**src/rtl/mem_access_unit_if.sv**
```systemverilog
// Core request/response channel and word-addressed ROM/RAM bus for mem_access_unit.
// Also defines the `MEM_ROM / `MEM_RAM space selectors shared with the memory block.
`ifndef MEM_ROM
`define MEM_ROM 1'b0
`endif
`ifndef MEM_RAM
`define MEM_RAM 1'b1
`endif

interface mem_access_unit_if;
   logic        req_valid;
   logic        req_ready;
   logic        req_write;
   logic        req_type;
   logic [31:0] req_addr;
   logic [1:0]  req_size;
   logic        req_unsigned;
   logic [31:0] req_wdata;
   logic        resp_valid;
   logic [31:0] resp_rdata;
   logic        resp_error;
   logic [31:0] mem_address;
   logic [31:0] mem_input_data;
   logic        mem_write;
   logic        mem_read;
   logic        mem_type;
   logic [31:0] mem_output_data;

   modport master (
      input  req_valid, req_write, req_type, req_addr, req_size, req_unsigned, req_wdata,
             mem_output_data,
      output req_ready, resp_valid, resp_rdata, resp_error,
             mem_address, mem_input_data, mem_write, mem_read, mem_type
   );

   modport slave (
      output req_valid, req_write, req_type, req_addr, req_size, req_unsigned, req_wdata,
             mem_output_data,
      input  req_ready, resp_valid, resp_rdata, resp_error,
             mem_address, mem_input_data, mem_write, mem_read, mem_type
   );
endinterface

```
**src/rtl/mem_access_unit.sv**
```systemverilog
// Load/store sequencer for the word-addressed ROM/RAM; sub-word stores are read-modify-write.
// Define MAU_ROM_WRITE_PROTECT_EN to reject every store aimed at the ROM space.
module mem_access_unit #(
   parameter int unsigned MEM_WORDS = 64
) (
   input logic               clock,
   input logic               reset,
   mem_access_unit_if.master bus
);

   localparam logic [2:0] S_IDLE     = 3'd0;
   localparam logic [2:0] S_READ     = 3'd1;
   localparam logic [2:0] S_RMW_READ = 3'd2;
   localparam logic [2:0] S_WRITE    = 3'd3;
   localparam logic [2:0] S_RESP     = 3'd4;

`ifdef MAU_ROM_WRITE_PROTECT_EN
   localparam bit ROM_PROTECT = 1'b1;
`else
   localparam bit ROM_PROTECT = 1'b0;
`endif

   logic [2:0]  state_q, state_d;
   logic        write_q, write_d;
   logic        type_q, type_d;
   logic [31:0] addr_q, addr_d;
   logic [1:0]  size_q, size_d;
   logic        uns_q, uns_d;
   logic [31:0] data_q, data_d;
   logic [31:0] rdata_q, rdata_d;
   logic        err_q, err_d;

   logic        bad_size, misaligned, out_of_range, protected_store, req_err;
   logic        mem_active;

   function automatic logic [31:0] load_extend(input logic [31:0] word, input logic [1:0] off,
                                               input logic [1:0] size, input logic uns);
      logic [31:0] shifted;
      logic [31:0] res;
      res = word;
      case (size)
         2'b00: begin
            shifted = word >> {off, 3'b000};
            res = uns ? {24'h0, shifted[7:0]} : {{24{shifted[7]}}, shifted[7:0]};
         end
         2'b01: begin
            shifted = word >> {off[1], 4'b0000};
            res = uns ? {16'h0, shifted[15:0]} : {{16{shifted[15]}}, shifted[15:0]};
         end
         default: res = word;
      endcase
      return res;
   endfunction

   function automatic logic [31:0] merge_store(input logic [31:0] old_word, input logic [31:0] wdata,
                                               input logic [1:0] off, input logic [1:0] size);
      logic [31:0] lane_mask;
      logic [4:0]  sh;
      if (size == 2'b00) begin
         sh        = {off, 3'b000};
         lane_mask = 32'h0000_00FF << sh;
      end else begin
         sh        = {off[1], 4'b0000};
         lane_mask = 32'h0000_FFFF << sh;
      end
      return (old_word & ~lane_mask) | ((wdata << sh) & lane_mask);
   endfunction

   always_comb begin
      bad_size        = (bus.req_size == 2'b11);
      misaligned      = ((bus.req_size == 2'b01) && bus.req_addr[0]) ||
                        ((bus.req_size == 2'b10) && (bus.req_addr[1:0] != 2'b00));
      out_of_range    = (32'(bus.req_addr[31:2]) >= MEM_WORDS);
      protected_store = ROM_PROTECT && bus.req_write && (bus.req_type == `MEM_ROM);
      req_err         = bad_size || misaligned || out_of_range || protected_store;
   end

   always_comb begin
      state_d = state_q;
      write_d = write_q;
      type_d  = type_q;
      addr_d  = addr_q;
      size_d  = size_q;
      uns_d   = uns_q;
      data_d  = data_q;
      rdata_d = rdata_q;
      err_d   = err_q;
      case (state_q)
         S_IDLE: begin
            if (bus.req_valid) begin
               write_d = bus.req_write;
               type_d  = bus.req_type;
               addr_d  = bus.req_addr;
               size_d  = bus.req_size;
               uns_d   = bus.req_unsigned;
               data_d  = bus.req_wdata;
               rdata_d = '0;
               err_d   = req_err;
               if (req_err)
                  state_d = S_RESP;
               else if (!bus.req_write)
                  state_d = S_READ;
               else if (bus.req_size == 2'b10)
                  state_d = S_WRITE;
               else
                  state_d = S_RMW_READ;
            end
         end
         S_READ: begin
            // Read data settled at the negedge inside this cycle; capture it on the closing edge.
            rdata_d = load_extend(bus.mem_output_data, addr_q[1:0], size_q, uns_q);
            state_d = S_RESP;
         end
         S_RMW_READ: begin
            data_d  = merge_store(bus.mem_output_data, data_q, addr_q[1:0], size_q);
            state_d = S_WRITE;
         end
         S_WRITE: state_d = S_RESP;
         S_RESP: begin
            rdata_d = '0;
            err_d   = 1'b0;
            state_d = S_IDLE;
         end
         default: state_d = S_IDLE;
      endcase
   end

   always_ff @(posedge clock or posedge reset) begin
      if (reset) begin
         state_q <= S_IDLE;
         write_q <= 1'b0;
         type_q  <= 1'b0;
         addr_q  <= '0;
         size_q  <= '0;
         uns_q   <= 1'b0;
         data_q  <= '0;
         rdata_q <= '0;
         err_q   <= 1'b0;
      end else begin
         state_q <= state_d;
         write_q <= write_d;
         type_q  <= type_d;
         addr_q  <= addr_d;
         size_q  <= size_d;
         uns_q   <= uns_d;
         data_q  <= data_d;
         rdata_q <= rdata_d;
         err_q   <= err_d;
      end
   end

   // Strobes and bus fields come from state alone, so an async reset drops them immediately.
   assign mem_active         = (state_q == S_READ) || (state_q == S_RMW_READ) || (state_q == S_WRITE);
   assign bus.req_ready      = (state_q == S_IDLE);
   assign bus.resp_valid     = (state_q == S_RESP);
   assign bus.resp_rdata     = (state_q == S_RESP && !write_q) ? rdata_q : '0;
   assign bus.resp_error     = (state_q == S_RESP) ? err_q : 1'b0;
   assign bus.mem_read       = (state_q == S_READ) || (state_q == S_RMW_READ);
   assign bus.mem_write      = (state_q == S_WRITE);
   assign bus.mem_address    = mem_active ? {2'b00, addr_q[31:2]} : '0;
   assign bus.mem_input_data = (state_q == S_WRITE) ? data_q : '0;
   assign bus.mem_type       = mem_active ? type_q : 1'b0;

endmodule

```
**src/flat_wrapper.sv**
```systemverilog
// flat-port wrapper written by rule: the top's interface ports become plain ports
module mem_access_unit_flat 
#(
   parameter int unsigned MEM_WORDS = 64
)
  (clock, reset, bus_req_valid, bus_req_write, bus_req_type, bus_req_addr, bus_req_size, bus_req_unsigned, bus_req_wdata, bus_mem_output_data, bus_req_ready, bus_resp_valid, bus_resp_rdata, bus_resp_error, bus_mem_address, bus_mem_input_data, bus_mem_write, bus_mem_read, bus_mem_type);
  mem_access_unit_if bus_i ();
  input logic clock;
  input logic reset;
  input wire logic [$bits(bus_i.req_valid)-1:0] bus_req_valid;
  input wire logic [$bits(bus_i.req_write)-1:0] bus_req_write;
  input wire logic [$bits(bus_i.req_type)-1:0] bus_req_type;
  input wire logic [$bits(bus_i.req_addr)-1:0] bus_req_addr;
  input wire logic [$bits(bus_i.req_size)-1:0] bus_req_size;
  input wire logic [$bits(bus_i.req_unsigned)-1:0] bus_req_unsigned;
  input wire logic [$bits(bus_i.req_wdata)-1:0] bus_req_wdata;
  input wire logic [$bits(bus_i.mem_output_data)-1:0] bus_mem_output_data;
  output wire logic [$bits(bus_i.req_ready)-1:0] bus_req_ready;
  output wire logic [$bits(bus_i.resp_valid)-1:0] bus_resp_valid;
  output wire logic [$bits(bus_i.resp_rdata)-1:0] bus_resp_rdata;
  output wire logic [$bits(bus_i.resp_error)-1:0] bus_resp_error;
  output wire logic [$bits(bus_i.mem_address)-1:0] bus_mem_address;
  output wire logic [$bits(bus_i.mem_input_data)-1:0] bus_mem_input_data;
  output wire logic [$bits(bus_i.mem_write)-1:0] bus_mem_write;
  output wire logic [$bits(bus_i.mem_read)-1:0] bus_mem_read;
  output wire logic [$bits(bus_i.mem_type)-1:0] bus_mem_type;
  assign bus_i.req_valid = bus_req_valid;
  assign bus_i.req_write = bus_req_write;
  assign bus_i.req_type = bus_req_type;
  assign bus_i.req_addr = bus_req_addr;
  assign bus_i.req_size = bus_req_size;
  assign bus_i.req_unsigned = bus_req_unsigned;
  assign bus_i.req_wdata = bus_req_wdata;
  assign bus_i.mem_output_data = bus_mem_output_data;
  assign bus_req_ready = bus_i.req_ready;
  assign bus_resp_valid = bus_i.resp_valid;
  assign bus_resp_rdata = bus_i.resp_rdata;
  assign bus_resp_error = bus_i.resp_error;
  assign bus_mem_address = bus_i.mem_address;
  assign bus_mem_input_data = bus_i.mem_input_data;
  assign bus_mem_write = bus_i.mem_write;
  assign bus_mem_read = bus_i.mem_read;
  assign bus_mem_type = bus_i.mem_type;
  mem_access_unit #(.MEM_WORDS(MEM_WORDS)) u_core (.clock(clock), .reset(reset), .bus(bus_i));
endmodule
```
**config.mk**
```make
export PLATFORM = sky130hd
export DESIGN_NAME = mem_access_unit_flat
export DESIGN_NICKNAME = d
export VERILOG_FILES = /design/src/rtl/mem_access_unit_if.sv /design/src/rtl/mem_access_unit.sv /design/src/flat_wrapper.sv
export SDC_FILE = /design/constraint.sdc
export NUM_CORES = 1
export LEC_CHECK = 0
export CAP_MARGIN = 20
export CELL_PAD_IN_SITES_DETAIL_PLACEMENT = 1
export CELL_PAD_IN_SITES_GLOBAL_PLACEMENT = 1
export CORE_MARGIN = 2
export CORE_UTILIZATION = 30
export DETAILED_ROUTE_END_ITERATION = 16
export GPL_TIMING_DRIVEN = 0
export PLACE_DENSITY = 0.8
export SETUP_SLACK_MARGIN = 0.4
export SYNTH_ARGS = -nofsm -noshare
export SYNTH_HDL_FRONTEND = slang
export SYNTH_SLANG_ARGS = --single-unit
```
**constraint.sdc**
```tcl
create_clock -name clock -period 3.2 [get_ports clock]
set_clock_uncertainty 0.1 [all_clocks]
set_input_delay 0.32 -clock clock [delete_from_list [all_inputs] [get_ports clock]]
set_output_delay 0.32 -clock clock [all_outputs]
set_load 0.005 [all_outputs]
```
---- Yosys cells after proc, flatten, opt, wreduce, memory -nomap -nowiden ----
Index checks and enable logic that the tools add are counted.
word-level totals
  latch bits .............................. 0
  logic and storage cells ................. 71
  register bits ........................... 105
  memory bits (read-only) ................. 0
  memories kept ........................... 0
  bits of input ports ..................... 104
  bits in writable memories ............... 0
  output and inout port bits .............. 102
operators by class
  order comparisons ....................... 1
  multiply operators ...................... 0
  equal/unequal tests ..................... 9
  reductions and logical operators ........ 20
  bitwise gates (word level) .............. 4
  divide/modulo/power cells ............... 0
  add/sub/neg operators ................... 0
  muxes and demuxes ....................... 23
  shifts and indexed selects .............. 5
operators with widths
  cell                                                   count
  two-way mux 32 bit                                     8
  one-hot mux 32 bit (2 select lines)                    2
  one-hot mux 32 bit (3 select lines)                    1
  bitwise AND 32 bit                                     2
  NOT 32 bit                                             1
  OR 32 bit                                              1
  << shifter 16 x 5 -> 32 bit (first input constant)     1
  << shifter 32 x 5 -> 32 bit                            1
  << shifter 8 x 5 -> 32 bit (first input constant)      1
  >> shifter 32 x 5 -> 16 bit                            1
  >> shifter 32 x 5 -> 8 bit                             1
  >= comparator 30 x 7 -> 1 bit (second input constant)  1
  two-way mux 30 bit                                     1
  two-way mux 3 bit                                      3
  one-hot mux 3 bit (3 select lines)                     1
  AND reduction 2 bit                                    4
  == test 3 x 2 -> 1 bit (second input constant)         2
  nonzero test 2 bit                                     3
  logical OR 1 bit                                       5
  two-way mux 5 bit                                      1
  == test 2 x 1 -> 1 bit (second input constant)         2
  == test 2 bit (second input constant)                  2
  two-way mux 1 bit                                      4
  two-way mux 4 bit                                      1
  other kinds (10)                                       12

---- Depth between registers and ports, before layout ----
Gate-level depths: netlist (run 1).
  word-level depth ........................ 8
  gate-level depth with buffers ........... 6
  mapped depth without buffers ............ 4

---- Least setup slack after synthesis (run 1) ----
Ideal clock, no wire load.
  kind .................................... register -> output
  start ................................... reg u_core.state_q[0]
  end ..................................... out bus_mem_input_data[22]
  path buffers ............................ 2
  path slack .............................. 1422 ps
  arrival time ............................ 1358 ps
  required time ........................... 2780 ps
  cell stages (with the launch flop) ...... 6
  cells stage by stage .................... dfrtp_1 > buf_2 > inv_1 > nor3b_1 > clkbuf_1 > and2_1
between the ends
  longest elaborated chain between the ends .. 2
RTL lines
  what                      line                    text
  start: declaration        mem_access_unit.sv:23   logic [2:0] state_q, state_d;
  start signal: assignment  mem_access_unit.sv:140  state_q <= state_d;
  == test 3 x 2 -> 1 bit    -
  named net bus_mem_write   flat_wrapper.sv:24      output wire logic [$bits(bus_i.mem_write)-1:0] bus_mem_write;
  two-way mux 32 bit        mem_access_unit.sv:161  assign bus.mem_input_data = (state_q == S_WRITE) ? data_q : '0;
  end: declaration          flat_wrapper.sv:23      output wire logic [$bits(bus_i.mem_input_data)-1:0] bus_mem_input_data;
The timed path passes the listed nets, and every way through them passes these cells.

---- Worst setup path after layout (run 1) ----
  start ................................... reg u_core.state_q[1]
  end ..................................... out bus_mem_read
between the ends
  longest elaborated chain between the ends .. 2
  elaborated cells between the ends (all ways) .. 3
  those cells by class .................... eq/ne: 2; reduce/logical: 1
RTL lines
  what                                                              line                    text
  == test 3 x 1 -> 1 bit or == test 3 x 2 -> 1 bit (tied branches)  mem_access_unit.sv:158  assign bus.mem_read = (state_q == S_READ) || (state_q == S_RMW_READ);
  logical OR 1 bit *                                                mem_access_unit.sv:158
  end: declaration                                                  flat_wrapper.sv:25      output wire logic [$bits(bus_i.mem_read)-1:0] bus_mem_read;
Mark *: on every way between the ends. The rest lies on a longest branch, timed or not.

==> flow_metrics.env, run 1 <==
export IMPL_startpoint="u_core.state_q[1]$_DFFE_PP0P_"
export IMPL_synth_edff_count=0
export IMPL_timing_hold_ws_ps=348
export IMPL_ff_latch_area_sq_um=2630
export IMPL_rrSetupSlack_ps=950
export IMPL_h_tree_depth=3
export IMPL_grt_pass1_vias=5748
export IMPL_max_freq_ghz=0.365
export IMPL_drv_cap=0
export IMPL_detail_route_iter0_violations=303
export IMPL_yosysTopAreaCell="dfrtp_1"
export IMPL_grtUsageMet2_pct=36.2
export IMPL_drive_gt1_share_pct=8.43
export IMPL_routed_wirelength_um=22200
export IMPL_die_width_um=142
export IMPL_routabilityCongestion=0.850
export IMPL_synthTopCellsByArea="dfrtp_1, and2_1, nand2_1"
export IMPL_hp_class="in2async"
export IMPL_r2r_start="u_core.state_q[2]$_DFFE_PP0P_"
export IMPL_slew_headroom_pct=42.0
export IMPL_stdcell_count=1089
export IMPL_setup_viol=0
export IMPL_antenna_found_initial=3
export IMPL_die_area_sq_um=20100
export IMPL_ys_seq_area_share_pct=46.3
export IMPL_synth_warning_count=0
export IMPL_port_buffers=203
export IMPL_grt_first_pass_wirelength_um=34200
export IMPL_placed_cells=1070
export IMPL_start_util_pct=30.5
export IMPL_synth_common_cells="nand2_1, dfrtp_1, and2_1, nor3_1"
export IMPL_end_kind="output pin"
export IMPL_nets=954
export IMPL_grt_ovfl_total=0
export IMPL_multiInputGateArea_sq_um=2820
export IMPL_top_usage_layer="met2"
export IMPL_crit_required_ps=2780
export IMPL_setup_worst_path_start_class="register"
export IMPL_die_h_um=142
export IMPL_crit_type="reg2out"
export IMPL_area_growth_pct=47.8
export IMPL_setup_tns_final_ps=0
export IMPL_drc=0
export IMPL_ff2ff_path_depth=6
export IMPL_root_buffer="clkbuf_16"
export IMPL_clock_sinks=105
export IMPL_total_power_mw=3.23
export IMPL_row_count=50
export IMPL_power_density_nw_per_um2=385
export IMPL_clk_latency_ps=350
export IMPL_p_leak_nw=3.64
export IMPL_synth_seq_cells=105
export IMPL_viasPerCell=5.13
export IMPL_crit_arrival_ps=2320
export IMPL_postSynthCellCount=630
export IMPL_yosysMostFrequentCell="nand2_1"
export IMPL_crit_fanout=10
export IMPL_r2r_end="u_core.addr_q[3]$_DFFE_PP0P_"
export IMPL_grt_util_met1_pct=28.7
export IMPL_wl_per_cell_um=20.4
export IMPL_slew_viol_final=0
export IMPL_firstDrtPassIters=4
export IMPL_rsz0062_at_grt="true"
export IMPL_worstSetupEndpoint="bus_mem_read"
export IMPL_synth_ff_type="dfrtp_1"
export IMPL_synth_top_cell_area_share_pct=46.3
export IMPL_dpl_hpwl_um=17400
export IMPL_tightest_slew_ps=863
export IMPL_boundaryPins=206
export IMPL_synth_area_sq_um=5680
export IMPL_nFillCells=2182
export IMPL_holdBufCountCts=0
export IMPL_hold_viol=0
export IMPL_irDropWorstVdd_uv=264
export IMPL_ys_types=45
export IMPL_grt_max_degree=40
export IMPL_period_minus_slack_ps=2740
export IMPL_postSynthAreaPerCell_sq_um=9.02
export IMPL_grt_use_met3_pct=6.24
export IMPL_status="completed"
export IMPL_async_reset_ff_share_pct=100
export IMPL_cts_tree="done"
export IMPL_cts_buffer_depth=2
export IMPL_vias=5583
export IMPL_fin_crit_sh_pct=85.6
export IMPL_cts_clk_slew_worst_paths_ps=80
export IMPL_coreArea_sq_um=18600
export IMPL_final_antenna_net_count=0
export IMPL_grt_usage_pct=22.4
export IMPL_numCtsBuffers=9
-- report_power, final --
group / internal, mW / leakage (nW) / total, mW / switching (mW)
Combinational: 0.301 / 2.19 / 0.653 / 0.352
Clock: 0.527 / 0.124 / 1.06 / 0.530
Sequential: 1.44 / 1.33 / 1.52 / 0.0779
Total: 2.27 / 3.64 / 3.23 / 0.959
-- routing by layer --
metal,vias to the layer above,routed length [um],part of all wire (%)
met1,2692,9430,42
met4,4,735,3.3
met2,238,10100,45
met5,-,30,0.13
met3,43,1950,8.8
li1,2606,-,-
-- worst min path at each step --
stage                     depth (start not counted)  slack [ps]                           from                       endpoint
after floorplan                                   2         330                bus_req_addr[0]   u_core.addr_q[0]$_DFFE_PP0P_
after detailed placement                          2         350  u_core.addr_q[21]$_DFFE_PP0P_  u_core.addr_q[21]$_DFFE_PP0P_
final                                             2         350                          reset  u_core.rdata_q[3]$_DFFE_PP0P_
after CTS                                         2         370                          reset  u_core.rdata_q[3]$_DFFE_PP0P_
after global routing                              2         380  u_core.addr_q[21]$_DFFE_PP0P_  u_core.addr_q[21]$_DFFE_PP0P_
after global placement                            2         350   u_core.addr_q[4]$_DFFE_PP0P_   u_core.addr_q[4]$_DFFE_PP0P_
-- cells by family after synthesis --
family	count (synthesis)	synth area share, %
buf+inv	53	4.47
mux	28	5.37
flops	105	46.3
other cells	1	0.0660
compound gates	120	14.8
simple gates	323	29.0
-- stage by stage --
step                instance area (sq um)  util [%]  setup WS [ps]
floorplan                            5690         -           1420
global placement                     8010      43.0            106
detailed placement                   8050      43.2           85.2
CTS                                  8380      45.0            374
global route                         8390      45.0            296
finish                               8400      45.0            461
-- critical path, cell delays in order (launching register included) --
cell	delay, ps
dfrtp_1	320
buf_2	200
nor3b_2	310
buf_4	230
buf_2	250
nand2b_1	160
clkdlybuf4s50_1	500
-- final cells by class --
type / count / area share [%]
multi-input combinational: 473 / 33.6
clock buffer: 9 / 2.68
tap: 234 / 3.49
sequential: 105 / 31.3
antenna: 1 / 0.0298
inverter: 6 / 0.313
buffer: 47 / 3.07
clock inverter: 6 / 0.537
timing repair buffer: 208 / 24.9
-- what timing repair did --
action | 4_1_cts | 5_1_grt
gates cloned | 0 | 0
gates resized for setup | 14 | 12
setup buffers | 3 | 0
pin swaps | 2 | 1
endpoints found under the setup margin | 66 | 76
-- placed cells by master, fill, tap and decap left out, types with 8 or more instances in the layout --
| cell | Yosys | final |
|---|---|---|
| nor3_1 | 36 | 36 |
| a21o_1 | 8 | 8 |
| clkdlybuf4s50_1 | 0 | 203 |
| nor2_1 | 24 | 22 |
| nor2b_1 | 9 | 9 |
| a32o_1 | 8 | 8 |
| a22o_1 | 8 | 8 |
| mux2_2 | 10 | 10 |
| clkbuf_1 | 22 | 14 |
| buf_4 | 6 | 13 |
| mux2i_1 | 17 | 17 |
| a21oi_1 | 18 | 18 |
| o22ai_1 | 17 | 17 |
| o21ai_0 | 24 | 24 |
| a221o_1 | 16 | 16 |
| buf_2 | 14 | 12 |
| nand2_1 | 125 | 125 |
| dfrtp_1 | 105 | 105 |
| a211oi_1 | 8 | 8 |
| and2_1 | 95 | 95 |
| nand2b_1 | 10 | 10 |
| clkbuf_16 | 0 | 9 |
No activity file was read; power rests on OpenSTA's default activity.
==> run 2, diff against run 1 <==
==> constraint.sdc (replaced) <==
create_clock -name clock -period 3.2 [get_ports clock]
set_clock_uncertainty 0.1 [all_clocks]
set_input_delay 0.64 -clock clock [delete_from_list [all_inputs] [get_ports clock]]
set_output_delay 0.64 -clock clock [all_outputs]
set_load 0.005 [all_outputs]
==> flow_metrics.env, run 2 (same netlist as run 1, synthesis figures left out) <==
export IMPL_crit_fanout=6
export IMPL_coreArea_sq_um=18600
export IMPL_crit_required_ps=2460
export IMPL_crit_type="reg2out"
export IMPL_routabilityCongestion=0.850
export IMPL_cts_tree="done"
export IMPL_routed_wirelength_um=22700
export IMPL_antenna_found_initial=3
export IMPL_p_int_mw=2.29
export IMPL_power_switching_mw=0.971
export IMPL_grt_first_pass_wirelength_um=34800
export IMPL_nFillCells=2157
export IMPL_root_buffer="clkbuf_16"
export IMPL_slew_viol_final=0
export IMPL_hp_class="reg2reg"
export IMPL_numCtsBuffers=9
export IMPL_clk_latency_ps=350
export IMPL_power_density_nw_per_um2=376
export IMPL_dpl_hpwl_um=17400
export IMPL_holdBufCountCts=0
export IMPL_status="completed"
export IMPL_setup_viol=0
export IMPL_start_util_pct=30.5
export IMPL_irDropWorstVdd_uv=268
export IMPL_swShare_pct=29.8
export IMPL_final_common_cell="clkdlybuf4s50_1"
export IMPL_die_area_sq_um=20100
export IMPL_grt_ovfl_total=0
export IMPL_drive_gt1_share_pct=11.0
export IMPL_cts_clk_slew_worst_paths_ps=70
export IMPL_holdPathStages=2
export IMPL_vias=5656
export IMPL_dp_slack_ps=-235
export IMPL_end_kind="output pin"
export IMPL_mostFrequentLayoutCells="clkdlybuf4s50_1, nand2_1, dfrtp_1"
export IMPL_max_freq_ghz=0.358
export IMPL_nets=971
export IMPL_ff2ff_path_depth=7
export IMPL_wl_per_cell_um=20.5
export IMPL_rsz0062_at_grt="true"
export IMPL_viasPerCell=5.11
export IMPL_min_to="u_core.addr_q[5]$_DFFE_PP0P_"
export IMPL_p_leak_nw=4.46
export IMPL_detail_route_iter0_violations=293
export IMPL_r2r_start="u_core.state_q[2]$_DFFE_PP0P_"
export IMPL_fin_crit_sh_pct=87.3
export IMPL_drc=0
export IMPL_row_count=50
export IMPL_multiInputGateArea_sq_um=2850
export IMPL_setup_worst_path_start_class="register"
export IMPL_grt_max_degree=40
export IMPL_clockPowerShare_pct=32.6
export IMPL_fin_util_pct=46.5
export IMPL_crit_arrival_ps=2050
export IMPL_h_tree_depth=3
export IMPL_drv_cap=0
export IMPL_r2r_end="u_core.addr_q[3]$_DFFE_PP0P_"
export IMPL_firstDrtPassIters=4
export IMPL_power_frac_seq_pct=46.6
export IMPL_die_h_um=142
export IMPL_slew_headroom_pct=40.1
export IMPL_ff_latch_area_sq_um=2630
export IMPL_grt_pass1_vias=5881
export IMPL_area_growth_pct=52.6
export IMPL_p_comb_share_pct=20.8
export IMPL_grt_usage_pct=22.8
export IMPL_period_minus_slack_ps=2790
export IMPL_clock_sinks=105
export IMPL_hp_start="u_core.addr_q[5]$_DFFE_PP0P_"
export IMPL_hold_viol=0
export IMPL_setup_ws_ps=406
export IMPL_tightest_slew_ps=891
export IMPL_boundaryPins=206
export IMPL_rrSetupSlack_ps=860
export IMPL_cts_buffer_depth=2
export IMPL_final_antenna_net_count=0
export IMPL_die_width_um=142
export IMPL_port_buffers=203
-- run 2: area by class of cell --
class                   count  share of cell area (%)
multi-input cells         473                    32.8
flip-flops and latches    105                    30.3
repair buffers            225                    26.2
plain buffers              47                    3.87
well taps                 234                    3.38
clock buffers               9                    2.60
clock inverters             6                   0.519
inverters                   6                   0.303
diodes                      1                  0.0289
-- run 2: how the worst max path moves through the flow --
stage	from	to	cells past startpoint
after floorplan	u_core.state_q[0]$_DFFE_PP0P_	bus_mem_input_data[22]	5
after global placement	u_core.state_q[0]$_DFFE_PP0P_	bus_mem_input_data[14]	6
after detailed placement	u_core.state_q[0]$_DFFE_PP0P_	bus_mem_input_data[14]	6
after CTS	u_core.state_q[2]$_DFFE_PP0P_	bus_mem_input_data[14]	6
after global routing	u_core.state_q[0]$_DFFE_PP0P_	bus_resp_rdata[0]	8
final	u_core.state_q[0]$_DFFE_PP0P_	bus_resp_rdata[0]	8
-- run 2: per-stage QoR --
step | instances | area (sq um) | hold slack, ps | TNS, ps | total power, mW
4_1_cts | 1100 | 8550 | 373 | 0 | 3.29
3_5_place_dp | 1070 | 8050 | 355 | -4490 | 2.19
2_1_floorplan | 631 | 5690 | 337 | 0 | 1.87
3_3_place_gp | 1068 | 8010 | 348 | -4980 | 2.17
5_1_grt | 1105 | 8670 | 382 | 0 | 3.42
6_report | 1106 | 8670 | 368 | 0 | 3.26
-- run 2: what timing repair did --
action	4_1_cts	5_1_grt
gates resized for setup	81	35
cloned	2	0
setup buffers	13	5
pin swaps	5	3
endpoints found under the setup margin	96	60
-- run 2: metal layers --
layer,vias up,share of wire (%),global-route usage [%]
li1,2648,-,-
met1,2713,42,28.6
met2,248,46,37.5
met3,43,8.8,6.55
met4,4,3.1,8.68
met5,-,0.13,0
-- run 2: power by group through the flow --
stage	clock network [mW]	registers (mW)	logic [mW]
finish	1.06	1.52	0.678
CTS	1.09	1.52	0.679
floorplan	0	1.51	0.360
global route	1.14	1.53	0.747
global placement	0	1.54	0.628
detailed placement	0	1.54	0.647
-- run 2: critical path, stage by stage (launching register included) --
cell	delay (ps)
dfrtp_1	370
buf_6	140
nor2_4	150
nand2_2	100
nor2_4	110
buf_12	120
buf_4	110
and2_1	110
clkdlybuf4s50_1	490
